[config.mk]
export PLATFORM = sky130hd
export DESIGN_NAME = if_fetch
export DESIGN_NICKNAME = d
export VERILOG_FILES = /design/src/rtl/if_fetch.sv
export SDC_FILE = /design/constraint.sdc
export NUM_CORES = 1
export LEC_CHECK = 0
export ABC_AREA = 1
export CAP_MARGIN = 5
export CORE_ASPECT_RATIO = 1.1
export CORE_UTILIZATION = 25
export CTS_BUF_LIST = sky130_fd_sc_hd__clkbuf_2
export DETAILED_ROUTE_END_ITERATION = 12
export GPL_ROUTABILITY_DRIVEN = 0
export HOLD_SLACK_MARGIN = 0.12
export SLEW_MARGIN = 30
export SYNTH_ARGS = -nofsm -noshare
export SYNTH_HDL_FRONTEND = slang
export SYNTH_SLANG_ARGS = --single-unit
[constraint.sdc]
create_clock -name clk -period 1.7 [get_ports clk]
set_input_delay 0.51 -clock clk [delete_from_list [all_inputs] [get_ports clk]]
set_output_delay 0.51 -clock clk [all_outputs]
set_load 0.1 [all_outputs]
[src/rtl/if_fetch.sv]
// Instruction fetch stage: program counter, one-outstanding imem requests and a
// single registered output slot toward decode, with branch redirect / flush.
module if_fetch #(
  parameter logic [31:0] RESET_PC = 32'h0000_0000
) (
  input  logic        clk,
  input  logic        rst_n,          // active-high synchronous reset
  output logic        imem_req,
  output logic [31:0] imem_addr,
  input  logic        imem_gnt,
  input  logic        imem_rvalid,
  input  logic [31:0] imem_rdata,
  input  logic        redirect_valid,
  input  logic [31:0] redirect_pc,
  output logic        if_valid,
  input  logic        id_ready,
  output logic [31:0] if_pc,
  output logic [31:0] if_instr,
  output logic [6:0]  opcode,
  output logic [2:0]  func3,
  output logic [31:0] fetch_cnt
);

  typedef enum logic [1:0] {S_FETCH, S_WAIT, S_DROP} state_t;

  state_t      state_q, state_d;
  logic [31:0] pc_q, pc_d;
  logic [31:0] req_pc_q, req_pc_d;
  logic        if_valid_q, if_valid_d;
  logic [31:0] if_instr_q, if_instr_d;
  logic [31:0] if_pc_q, if_pc_d;
  logic [31:0] fetch_cnt_q, fetch_cnt_d;
  logic        fill;

  always_comb begin
    state_d     = state_q;
    pc_d        = pc_q;
    req_pc_d    = req_pc_q;
    if_valid_d  = if_valid_q;
    if_instr_d  = if_instr_q;
    if_pc_d     = if_pc_q;
    fetch_cnt_d = fetch_cnt_q;
    fill        = 1'b0;

    imem_req = (state_q == S_FETCH) && (!if_valid_q || id_ready) &&
               !redirect_valid && !rst_n;

    if (redirect_valid) begin
      // Redirect flushes the slot and any in-flight response, overriding all else.
      pc_d       = redirect_pc & 32'hFFFF_FFFC;
      if_valid_d = 1'b0;
      if (state_q == S_WAIT) state_d = imem_rvalid ? S_FETCH : S_DROP;
    end else begin
      case (state_q)
        S_FETCH: begin
          if (imem_req && imem_gnt) begin
            req_pc_d = pc_q;
            pc_d     = pc_q + 32'd4;
            state_d  = S_WAIT;
          end
        end
        S_WAIT: begin
          if (imem_rvalid) begin
            fill    = 1'b1;
            state_d = S_FETCH;
          end
        end
        S_DROP: begin
          if (imem_rvalid) state_d = S_FETCH;
        end
        default: state_d = S_FETCH;
      endcase

      if (fill) begin
        if_instr_d = imem_rdata;
        if_pc_d    = req_pc_q;
        if_valid_d = 1'b1;
      end else if (if_valid_q && id_ready) begin
        if_valid_d  = 1'b0;
        fetch_cnt_d = fetch_cnt_q + 32'd1;
      end
    end
  end

  always_ff @(posedge clk) begin
    if (rst_n) begin
      state_q     <= S_FETCH;
      pc_q        <= RESET_PC;
      req_pc_q    <= RESET_PC;
      if_valid_q  <= 1'b0;
      if_instr_q  <= 32'h0000_0013;
      if_pc_q     <= RESET_PC;
      fetch_cnt_q <= 32'd0;
    end else begin
      state_q     <= state_d;
      pc_q        <= pc_d;
      req_pc_q    <= req_pc_d;
      if_valid_q  <= if_valid_d;
      if_instr_q  <= if_instr_d;
      if_pc_q     <= if_pc_d;
      fetch_cnt_q <= fetch_cnt_d;
    end
  end

  assign imem_addr = pc_q;
  assign if_valid  = if_valid_q;
  assign if_pc     = if_pc_q;
  assign if_instr  = if_instr_q;
  assign opcode    = if_instr_q[6:0];
  assign func3     = if_instr_q[14:12];
  assign fetch_cnt = fetch_cnt_q;

endmodule
Word level (Yosys, flattened, before mapping):

Index checks and enable logic that the tools add are counted.

* register bits: 163

* reduce and logical (&&, ||, !) cells: 21
* bitwise logic cells: 2
* add/sub/neg operators: 2
* muxes and demuxes: 14
* equality and inequality tests: 5

Operators by type and width (count)
* $mux 32: 3
* $add 32x1->32 const B: 1
* $add 32x3->32 const B: 1
* $mux 2: 5
* $reduce_and 3->1: 3
* $reduce_and 2->1: 3
* $reduce_bool 2->1: 3
* $logic_and 1x1->1: 5
* $mux 1: 5
* $pmux 2 s2: 1
* $reduce_or 2->1: 2
* $logic_not 1->1: 3
* $ne 3x1->1 const B: 1
* $ne 3x2->1 const B: 1
* $eq 2x1->1 const B: 1
* $eq 2x2->1 const B: 1
* $logic_not 2->1: 1
* $ne 2x1->1 const B: 1
* $not 1->1: 2
* $logic_or 1x1->1: 1

Logic depth before layout (Yosys ltp):

* depth in word-level cells: 9
* gate-level depth with buffers: 12
* gate-level depth less buffers: 11

Least setup slack after synthesis:

Ideal clock, no wire load.

* path type: register to register
* start: register pc_q[3] (netlist: imem_addr[3])
* end: register pc_q[26] (netlist: imem_addr[26])
* arrival: 2.181 ns
* required time: 1.590 ns
* cell stages (with the launch flop): 11
* clock period less this slack: 2.291 ns
* buffers on the path: 0
* slack: -0.591 ns
* cell sequence: dfxtp_1 -> ha_1 -> inv_1 -> nor2_2 -> nand3_2 -> nor2_4 -> nand2_1 -> o21ai_0 -> nand3_1 -> nand2_1 -> inv_1

* cells in the longest elaborated chain, start to end: 4

RTL lines
* start, declared: line 27 `logic [31:0] pc_q, pc_d;`
* start signal, assigned: line 96 `pc_q <= pc_d;`
* $add 32x3->32: line 58 `pc_d = pc_q + 32'd4;`
* $mux 32: line 56 `if (imem_req && imem_gnt) begin`
* $mux 32: line 54 `case (state_q)`
* $mux 32: line 48 `if (redirect_valid) begin`

No other way between the ends. The select of a mux whose other input is x is not followed.
A chain may end at the register's enable or synchronous reset.

Final worst setup path:

* start: register state_q[0]
* end: output port imem_req

* cells in the longest elaborated chain, start to end: 4

RTL lines
* start, declared: line 26 `state_t state_q, state_d;`
* start signal, assigned: line 95 `state_q <= state_d;`
* $logic_not 2->1: line 45 `imem_req = (state_q == S_FETCH) && (!if_valid_q || id_ready) &&`
* $logic_and 1x1->1 (2 in series): line 45
* $logic_and 1x1->1: line 46 `!redirect_valid && !rst_n;`
* end, declared: line 8 `output logic imem_req,`

No other way between the ends.

==> metrics.cfg <==
[outcome]
status=complete, but fails checks
violations=negative setup slack

[cells_and_area]
fillCellCount=2726
final_cells=1768
drive_above_1_share=0.367
nets=1457
regArea_sq_um=3480
finalCoreUtilization=0.456
syn_to_final_growth_pct=79.3
multi_input_area_sq_um=3720

[routing]
vias=8145
drt_iter0_markers=584
drt-total-wl_um=26700
wl_per_cell_um=15.1
drc=0
routed_via_density=4.61
antenna_left=0
firstDrtPassIters=6

[pwr]
p_sw_mw=3.33
power_mw=8.59
p_int_mw=5.26
powerDensity_nw_per_um2=657
p_seq_frac=0.457
power_frac_clock=0.251
pwr-share-comb=0.292
total_leakage_power_nw=5.34
irDropWorstVdd_mv=0.330
sw_frac_of_total=0.388

[clocking]
clkTransAtPathRegs_ns=0.30
cts_sinks=157
cts_buffers=17
clk_latency_ns=0.75
htree_levels=4
cts_root_buf=clkbuf_2
cts.path.max_buffers=2
cts_tree=done

[global_route]
grtUsageTotal=0.174
use_met1=0.223
antenna_found_initial=4
busiest_layer=met2
grt_use_met3=0.0298
grt_pass1_wl_um=40600
grt_pass1_vias=7604
grt_max_degree=52
grtUsageMet2=0.285
grt_remaining_overflow=0

[setup_path]
critical_path.cell_chain=inv_2 -> ha_4 -> nand2_4 -> nor2_4 -> nand2_2 -> clkinvlp_4 -> buf_12
critical_path.slowest_cell=dfxtp_2
critPathKind=flip-flop to primary output
cp.arrival_ns=1.80
cp_max_fo=2
crit_family=flip-flops
cp-start-kind=flip-flop
worstPathRequired_ns=1.19
critPathMaxStageDelay_ns=0.40
end_kind=primary output
crit_cells=7
path_buf_inv=3
r2r_cells=11

[yosys]
yosysWarnings=0
syn_inst=1076
ys_ff_latch=157
avgSynthCellArea_sq_um=6.78
yosysUniqueCellTypes=35
seq_area_frac_synth=0.431
synthArstFlopShare=0
synth_ff_type=dfxtp_1
synth_edf_count=0
syn-cell-area_sq_um=7300

[sta]
drv_slew=0
finalSetupViolCount=150
post-route-period-util=1.36
hold_viol_final=0
worst_slack_ns=-0.606
holdWs_ns=0.288
fin_skew_ns=0.0505
period_minus_slack_ns=2.31
fmax_ghz=0.434
grt_setup_unrepaired=yes

[hold_path]
hold_depth=3
hp-class=input port to flip-flop

[flow_run]
cap_viol_max_count=0

[floorplan]
initial_utilization=0.254
dieArea_sq_um=29900
ioPinCount=210
fp.dieW_um=165
rows=65
coreArea_sq_um=28700
die_h_um=181

[placement]
place_inst=1642
portBuffers=203
post-dp-hpwl_um=18700

-- power by group through the flow --
stage	Combinational, mW	Sequential, mW	Clock [mW]
3_5_place_dp	2.24	4.08	0
3_3_place_gp	2.22	4.08	0
6_report	2.51	3.93	2.15
5_1_grt	2.63	3.95	2.42
4_1_cts	2.39	3.93	2.25
2_1_floorplan	0.558	4.79	0
-- repair_timing --
action                                 in CTS  in global routing
hold buffers                                1                  0
gates cloned                                0                  7
gates resized for setup                   129                 72
endpoints found under the hold margin       1                  0
setup endpoints to repair                 140                247
buffers inserted                           74                 16
pin swaps                                   4                 21
-- registers in the layout (all words and copies together), names as in the netlist --
register   cells
req_pc_q      30
if_instr      32
fetch_cnt     32
if_pc         30
imem_addr     30
state_q        2
if_valid       1
-- final cells by class --
type / count / area share
tap: 368 / 0.0352
clock inverter: 15 / 0.0131
multi-input combinational: 765 / 0.284
inverter: 97 / 0.0289
antenna: 4 / 0.000765
sequential: 157 / 0.266
clock buffer: 17 / 0.00650
timing repair buffer: 345 / 0.365
-- stage by stage --
| step | instance area (sq um) | worst slack (ns) | TNS (ns) |
|---|---|---|---|
| floorplan | 7460 | -0.0483 | -0.0483 |
| global placement | 11500 | -0.409 | -43.11 |
| detailed placement | 11500 | -0.429 | -46.53 |
| CTS | 12600 | -0.708 | -33.12 |
| global route | 13100 | -0.741 | -39.67 |
| finish | 13100 | -0.606 | -20.20 |
-- tightest hold or removal path: cells and delay by family --
family / cells / cell delay (ns)
and+or+nand+nor: 2 / 0.15
buffers and inverters: 1 / 0.39
-- routing by layer --
| layer | up-vias | share of wire |
|---|---|---|
| met3 | 49 | 0.054 |
| met2 | 283 | 0.49 |
| met4 | 0 | 0.030 |
| li1 | 4036 | - |
| met5 | - | 0 |
| met1 | 3777 | 0.43 |
-- path summary, 6_finish.rpt --
path	slack, ns	to	startpoint
max	-0.61	imem_req	state_q[0]
min	0.29	if_instr[24]	imem_rdata[24]
max reg2reg	-0.13	fetch_cnt[22]	state_q[1]
min reg2reg	0.47	if_pc[8]	req_pc_q[8]
-- layout by cell type (no fill, tap or decap), types with 5 or more instances in the layout --
master / n
dfxtp_2: 56
clkbuf_2: 17
nand3b_1: 5
nand2_2: 7
clkdlybuf4s50_1: 66
clkbuf_16: 7
o21ai_1: 11
nor3_1: 12
nand2_1: 211
dfxtp_4: 71
nor2_2: 17
buf_4: 112
xor2_1: 14
buf_6: 8
inv_2: 6
a31oi_1: 6
inv_8: 5
nand3_1: 77
dfxtp_1: 30
a21oi_1: 35
nor2_1: 207
nor2_4: 16
nand2_4: 5
o21ai_0: 104
buf_12: 149
inv_1: 86
-- synth_stat cells, types with 3 or more instances --
library cell	count	area share
nor3_1	13	0.0089
nor2_2	6	0.0051
nand2_1	218	0.11
nand3b_1	5	0.0051
o21ai_0	117	0.080
nand3_2	4	0.0055
clkbuf_1	33	0.017
xor2_1	14	0.017
nand3_1	78	0.053
nand4_1	3	0.0026
nor2_1	228	0.12
inv_2	5	0.0026
a31oi_1	6	0.0051
ha_1	4	0.0069
buf_4	15	0.015
buf_2	7	0.0048
buf_1	3	0.0015
nor2_4	6	0.0093
dfxtp_1	157	0.43
a211oi_1	3	0.0031
inv_1	92	0.047
a21oi_1	37	0.025
nand2_2	5	0.0043
-- cell families after synthesis --
group                      share of synthesized area
adders and majority gates                    0.00686
and+or+nand+nor                                0.330
xor gates and xnor gates                      0.0180
AOI/OAI and AO/OA                              0.122
other                                       0.000514
DFF                                            0.431
buffers and inverters                         0.0917
Power figures use the tool's default switching activity.
